--- config.mk ---
export PLATFORM = sky130hd
export DESIGN_NAME = rbb_writer
export DESIGN_NICKNAME = d
export VERILOG_FILES = /design/src/rtl/rbb_writer_pkg.sv /design/src/rtl/rbb_outst_ctr.sv /design/src/rtl/rbb_writer.sv
export SDC_FILE = /design/constraint.sdc
export NUM_CORES = 2
export LEC_CHECK = 0
export BUFFER_PORTS_ARGS = -buffer_cell sky130_fd_sc_hd__buf_2
export CAP_MARGIN = 20
export CELL_PAD_IN_SITES_DETAIL_PLACEMENT = 2
export CELL_PAD_IN_SITES_GLOBAL_PLACEMENT = 2
export CORE_AREA = 2 2 443 445
export CTS_CLUSTER_DIAMETER = 30
export CTS_CLUSTER_SIZE = 40
export DETAILED_ROUTE_END_ITERATION = 8
export DIE_AREA = 0 0 445 447
export GPL_TIMING_DRIVEN = 0
export PLACE_DENSITY = 0.55
export SKIP_LAST_GASP = 1
export SYNTH_ARGS = -nofsm -noshare
export SYNTH_HDL_FRONTEND = slang
export SYNTH_SLANG_ARGS = --single-unit
export TNS_END_PERCENT = 30
--- constraint.sdc ---
create_clock -name clk -period 18.2 [get_ports clk]
set_clock_uncertainty 0.1 [all_clocks]
set_input_delay 0.91 -clock clk [delete_from_list [all_inputs] [get_ports clk]]
set_output_delay 0.91 -clock clk [all_outputs]
set_load 0.01 [all_outputs]
--- src/rtl/rbb_writer_pkg.sv ---
// Shared definitions for the rbb result-batch writer and rbb-side logic.
package rbb_writer_pkg;

   typedef enum logic [1:0] {
      ST_ISSUE  = 2'd0,
      ST_SETTLE = 2'd1,
      ST_DRAIN  = 2'd2
   } rbb_wr_state_e;

   // Lines per batch for a given line-index width.
   function automatic int unsigned num_lines(input int unsigned addr_w);
      return 32'd1 << addr_w;
   endfunction

endpackage

--- src/rtl/rbb_outst_ctr.sv ---
// Outstanding-request up/down counter with full, empty, one and sticky underflow flags.
module rbb_outst_ctr #(
   parameter int unsigned MAX_CNT = 64,
   parameter int unsigned CNT_W   = $clog2(MAX_CNT + 1)
) (
   input  logic clk,
   input  logic reset,
   input  logic i_inc,
   input  logic i_dec,
   output logic o_full_c,
   output logic o_empty_c,
   output logic o_one_c,
   output logic o_underflow
);

   logic [CNT_W-1:0] r_cnt;
   logic [CNT_W-1:0] w_cnt_nxt;
   logic             w_uflow;

   // A decrement on an empty counter holds at zero and flags underflow.
   always_comb begin
      w_cnt_nxt = r_cnt;
      w_uflow   = 1'b0;
      if (i_inc && !i_dec) begin
         w_cnt_nxt = r_cnt + CNT_W'(1);
      end else if (!i_inc && i_dec) begin
         if (r_cnt == '0) begin
            w_uflow = 1'b1;
         end else begin
            w_cnt_nxt = r_cnt - CNT_W'(1);
         end
      end
   end

   always_ff @(posedge clk or posedge reset) begin
      if (reset) begin
         r_cnt       <= '0;
         o_underflow <= 1'b0;
      end else begin
         r_cnt <= w_cnt_nxt;
         if (w_uflow) begin
            o_underflow <= 1'b1;
         end
      end
   end

   assign o_full_c  = (r_cnt >= CNT_W'(MAX_CNT));
   assign o_empty_c = (r_cnt == '0);
   assign o_one_c   = (r_cnt == CNT_W'(1));

endmodule

--- src/rtl/rbb_writer.sv ---
// Drains rbb result batches to host memory, one line per write request, and counts completed batches.
module rbb_writer
   import rbb_writer_pkg::*;
#(
   parameter int unsigned RBB_RD_ADDR_WIDTH = 8,
   parameter int unsigned RBB_RD_DATA_WIDTH = 512,
   parameter int unsigned HOST_ADDR_WIDTH   = 32,
   parameter int unsigned MAX_OUTST         = 64,
   parameter int unsigned BATCH_CNT_WIDTH   = 16
) (
   input  logic                         clk,
   input  logic                         reset,
   input  logic [HOST_ADDR_WIDTH-1:0]   ctl_base_addr,
   input  logic                         ReqValid,
   input  logic [RBB_RD_ADDR_WIDTH-1:0] ReqLineIdx,
   input  logic [RBB_RD_DATA_WIDTH-1:0] RdDout,
   output logic                         ReqAck,
   output logic                         wr_req_valid,
   output logic [HOST_ADDR_WIDTH-1:0]   wr_req_addr,
   output logic [RBB_RD_DATA_WIDTH-1:0] wr_req_data,
   output logic [RBB_RD_ADDR_WIDTH-1:0] wr_req_mdata,
   input  logic                         wr_almost_full,
   input  logic                         wr_rsp_valid,
   output logic                         batch_done,
   output logic [BATCH_CNT_WIDTH-1:0]   batch_cnt,
   output logic                         err_rsp_underflow
);

   localparam int unsigned NUM_LINES = num_lines(RBB_RD_ADDR_WIDTH);
   localparam int unsigned OUTST_W   = $clog2(MAX_OUTST + 1);
   localparam logic [RBB_RD_ADDR_WIDTH-1:0] LAST_IDX = RBB_RD_ADDR_WIDTH'(NUM_LINES - 1);

   rbb_wr_state_e              r_state;
   rbb_wr_state_e              w_state_nxt;
   logic                       r_last;
   logic                       w_fire;
   logic                       w_drain_done;
   logic                       w_full;
   logic                       w_empty;
   logic                       w_one;
   logic [HOST_ADDR_WIDTH-1:0] w_line_off;

   rbb_outst_ctr #(
      .MAX_CNT (MAX_OUTST),
      .CNT_W   (OUTST_W)
   ) u_outst (
      .clk         (clk),
      .reset       (reset),
      .i_inc       (w_fire),
      .i_dec       (wr_rsp_valid),
      .o_full_c    (w_full),
      .o_empty_c   (w_empty),
      .o_one_c     (w_one),
      .o_underflow (err_rsp_underflow)
   );

   always_ff @(posedge clk or posedge reset) begin
      if (reset) begin
         r_state <= ST_ISSUE;
      end else begin
         r_state <= w_state_nxt;
      end
   end

   // Drain completes when the counter is empty after this cycle's responses.
   always_comb begin
      w_state_nxt  = r_state;
      w_fire       = 1'b0;
      w_drain_done = 1'b0;
      case (r_state)
         ST_ISSUE: begin
            if (ReqValid && !wr_almost_full && !w_full && !reset) begin
               w_fire      = 1'b1;
               w_state_nxt = ST_SETTLE;
            end
         end
         ST_SETTLE: begin
            w_state_nxt = r_last ? ST_DRAIN : ST_ISSUE;
         end
         ST_DRAIN: begin
            if (w_empty || (w_one && wr_rsp_valid)) begin
               w_drain_done = 1'b1;
               w_state_nxt  = ST_ISSUE;
            end
         end
         default: begin
            w_state_nxt = ST_ISSUE;
         end
      endcase
   end

   assign ReqAck     = w_fire;
   assign w_line_off = HOST_ADDR_WIDTH'({batch_cnt, ReqLineIdx});

   always_ff @(posedge clk or posedge reset) begin
      if (reset) begin
         wr_req_valid <= 1'b0;
         wr_req_addr  <= '0;
         wr_req_data  <= '0;
         wr_req_mdata <= '0;
         r_last       <= 1'b0;
         batch_done   <= 1'b0;
         batch_cnt    <= '0;
      end else begin
         wr_req_valid <= w_fire;
         batch_done   <= w_drain_done;
         if (w_fire) begin
            wr_req_addr  <= ctl_base_addr + w_line_off;
            wr_req_data  <= RdDout;
            wr_req_mdata <= ReqLineIdx;
            r_last       <= (ReqLineIdx == LAST_IDX);
         end
         if (w_drain_done) begin
            batch_cnt <= batch_cnt + BATCH_CNT_WIDTH'(1);
         end
      end
   end

endmodule

==> flow_summary_export.csv <==
group,metric,value,unit
outcome,status,"finished clean",
critical_path,endpoint,"ReqAck",
layout,fin_util,20.2,%
global_route,grt_pass1_wl,215,mm
drt,ant_nets,0,
layout,final_cell_mix,"nand2_1, buf_2, dfrtp_1, clkbuf_16, clkbuf_1",
timing,max_freq,0.208,GHz
global_route,grt_pass1_vias,26600,
critical_path,worstSetupPathType,"flop to output port",
min_path,hp-class,"input pin to asynchronous set/reset pin",
floorplan,start_util,11.9,%
power_and_ir_drop,power_density,185,nW/µm²
logic_synthesis,synthFlopType,"dfrtp_1",
layout,nNetsFinal,4559,
floorplan,die_h,447,µm
timing,period_needed,4.80,ns
global_route,antenna_found_initial,63,
timing,rsz0062_at_grt,"false",
clocking,ctsResizeCount,0,
critical_path,reg2regPathDepth,11,
logic_synthesis,synth_seq_area_share,62.7,%
placed_design,io_buffers,1128,
clocking,clock_sink_count,581,
critical_path,r2r_slack,13.76,ns
placed_design,hpwl,129,mm
critical_path,r2r_end,"u_outst.r_cnt[5]",
timing,hold_viol_final,0,
critical_path,cp_max_fo,12,
logic_synthesis,synthDominantCellAreaShare,62.7,%
clocking,cts_max_level,4,
critical_path,r2r-start,"u_outst.r_cnt[6]",
placed_design,dp_cells,6309,
logic_synthesis,synthesis.area,23200,µm²
global_route,grt-ovfl-total,0,
clocking,holdBufCountCts,0,
logic_synthesis,yosysWarningCount,0,
power_and_ir_drop,ir_worst_vdd,0.0851,mV
placed_design,pre_cts_ws,12.95,ns
drt,drt-total-wl,159,mm
floorplan,pin_count,1129,
clocking,cts_tree,"done",
logic_synthesis,synth-seq-cells,581,
clocking,cts_root_buffer,"clkbuf_16",
logic_synthesis,syn_inst,2627,
timing,setup_viol,0,
clocking,post_cts.repair.setup_buffers,0,
drt,routed_via_density,3.63,
layout,drive_above_1_share,35.8,%
layout,fin_cells,6723,
critical_path,endpoint_kind,"output port",
drt,drt_iter0_markers,1216,
logic_synthesis,async_reset_ff_share,100,%
clocking,clk_path_buf_depth,3,
clocking,clk_latency,0.80,ns
logic_synthesis,yosysTopAreaCell,"dfrtp_1",
clocking,cts_buffers,202,
timing,fin_ws,13.40,ns
layout,nFillCells,22600,
floorplan,die_area,199000,µm²
logic_synthesis,synth_cell_type_count,51,
logic_synthesis,syn_area_per_cell,8.83,µm²
global_route,grt.total_usage,15.5,%
global_route,grt_max_degree,114,
critical_path,startpoint,"u_outst.r_cnt[6]",
logic_synthesis,synth-edff-count,0,
power_and_ir_drop,p_total,7.24,mW
power_and_ir_drop,p_leak,21.3,nW
run,max-cap-violations,0,
drt,via_count,24400,
floorplan,fp.coreArea,194000,µm²
layout,area_delta_synth_final,69.0,%
timing,worst_slew_pin_slew,1.09,ns
logic_synthesis,syn-num-nets,3215,
critical_path,start_kind,"flop",
clocking,path_clk_slew,0.04,ns
drt,drt-pass1-iter-count,5,
floorplan,dieWidth,445,µm
placed_design,place_congestion,0.843,
floorplan,row_count,162,
logic_synthesis,synth_area_leaders,"dfrtp_1, nand2_1, clkbuf_1",
timing,report.final.slew_viol_count,0,
drt,route.detailed.drc,0,
drt,wl_per_cell,23.6,µm
critical_path,arrival,3.79,ns
timing,relSlewSlack,27.3,%
critical_path,worstPathRequired,17.19,ns
layout,layout_commonest_cell,"nand2_1",
timing,min_period_over_period,26.4,%
==> registers in the layout, indices dropped and copies added, names as in the netlist <==
signal,cells
u_outst.o_underflow,1
r_state,2
u_outst.r_cnt,7
wr_req_addr,32
r_last,1
batch_done,1
wr_req_valid,1
batch_cnt,16
wr_req_data,512
wr_req_mdata,8
==> cells in the mapped netlist, types with 3 or more instances <==
cell type and count:
nand2_1 1631, dfrtp_1 581, clkbuf_1 122, o21ai_0 40, a21oi_1 32, xnor2_1 31, ha_1 30, nor2_1 21
xor2_1 15, inv_1 13, nand4_1 13, nand3_1 12, a21o_1 10, nor3_1 8, o31ai_1 6, and3_1 5
mux2i_1 5, a31oi_1 4, and2_1 4, buf_1 4, a211oi_1 3, o21a_1 3
==> layer usage <==
metal	global-route usage, %	vias to the layer above	wire (µm)
met5	0	-	40
met4	4.78	6	3540
met3	5.50	274	12300
met2	26.2	860	78900
met1	18.2	12300	64100
li1	-	10900	-
==> worst min path at each step <==
stage	slack, ns	startpoint	to
floorplan	0.34	r_state[1]	r_state[1]
global placement	0.34	u_outst.o_underflow	u_outst.o_underflow
detailed placement	0.35	u_outst.o_underflow	u_outst.o_underflow
CTS	0.08	reset	u_outst.o_underflow
global route	0.13	reset	wr_req_addr[4]
finish	0.14	reset	wr_req_addr[3]
==> per-stage QoR <==
stage | hold WS, ns | cell area [µm²] | setup TNS (ns)
floorplan | 0.337 | 23200 | 0
global route | 0.127 | 39100 | 0
finish | 0.138 | 39200 | 0
global placement | 0.342 | 32000 | -5528.14
detailed placement | 0.351 | 32300 | 0
CTS | 0.0762 | 39100 | 0
==> final cells by class <==
class | instances | area (µm²) | area share (%)
buffer | 127 | 484 | 1.24
multi-input combinational | 1905 | 8120 | 20.7
antenna | 41 | 103 | 0.262
clock inverter | 68 | 756 | 1.93
timing repair buffer | 1140 | 5900 | 15.1
tap | 2542 | 3180 | 8.11
inverter | 14 | 60.1 | 0.153
clock buffer | 305 | 6050 | 15.4
sequential | 581 | 14500 | 37.1
==> report_power, final <==
part	switching (mW)	leakage, nW	internal, mW	total [mW]
registers	0.312	7.36	1.79	2.10
logic	1.17	10.6	0.590	1.76
clock network	1.04	3.38	2.33	3.38
==> cells by family (layout without fill, tap and decap cells) <==
family          after synthesis  after routing  synth area share [%]
flops                       581            581                  62.7
xor+xnor                     46             46                  1.74
fa+ha+maj                    31             31                  1.70
simple gates               1712           1712                  28.5
mux                           6              6                 0.264
other cells                   0             41                     0
buf+inv                     141           1654                  2.31
compound gates              110            110                  2.82
==> critical path, stage by stage (launching register included) <==
cell and delay [ns]:
dfrtp_1 0.46, nor2_1 0.14, nand4b_1 0.33, inv_2 0.48
clkbuf_1 0.74, clkbuf_1 0.55, buf_2 0.25
(Power assumes the default switching activity.)
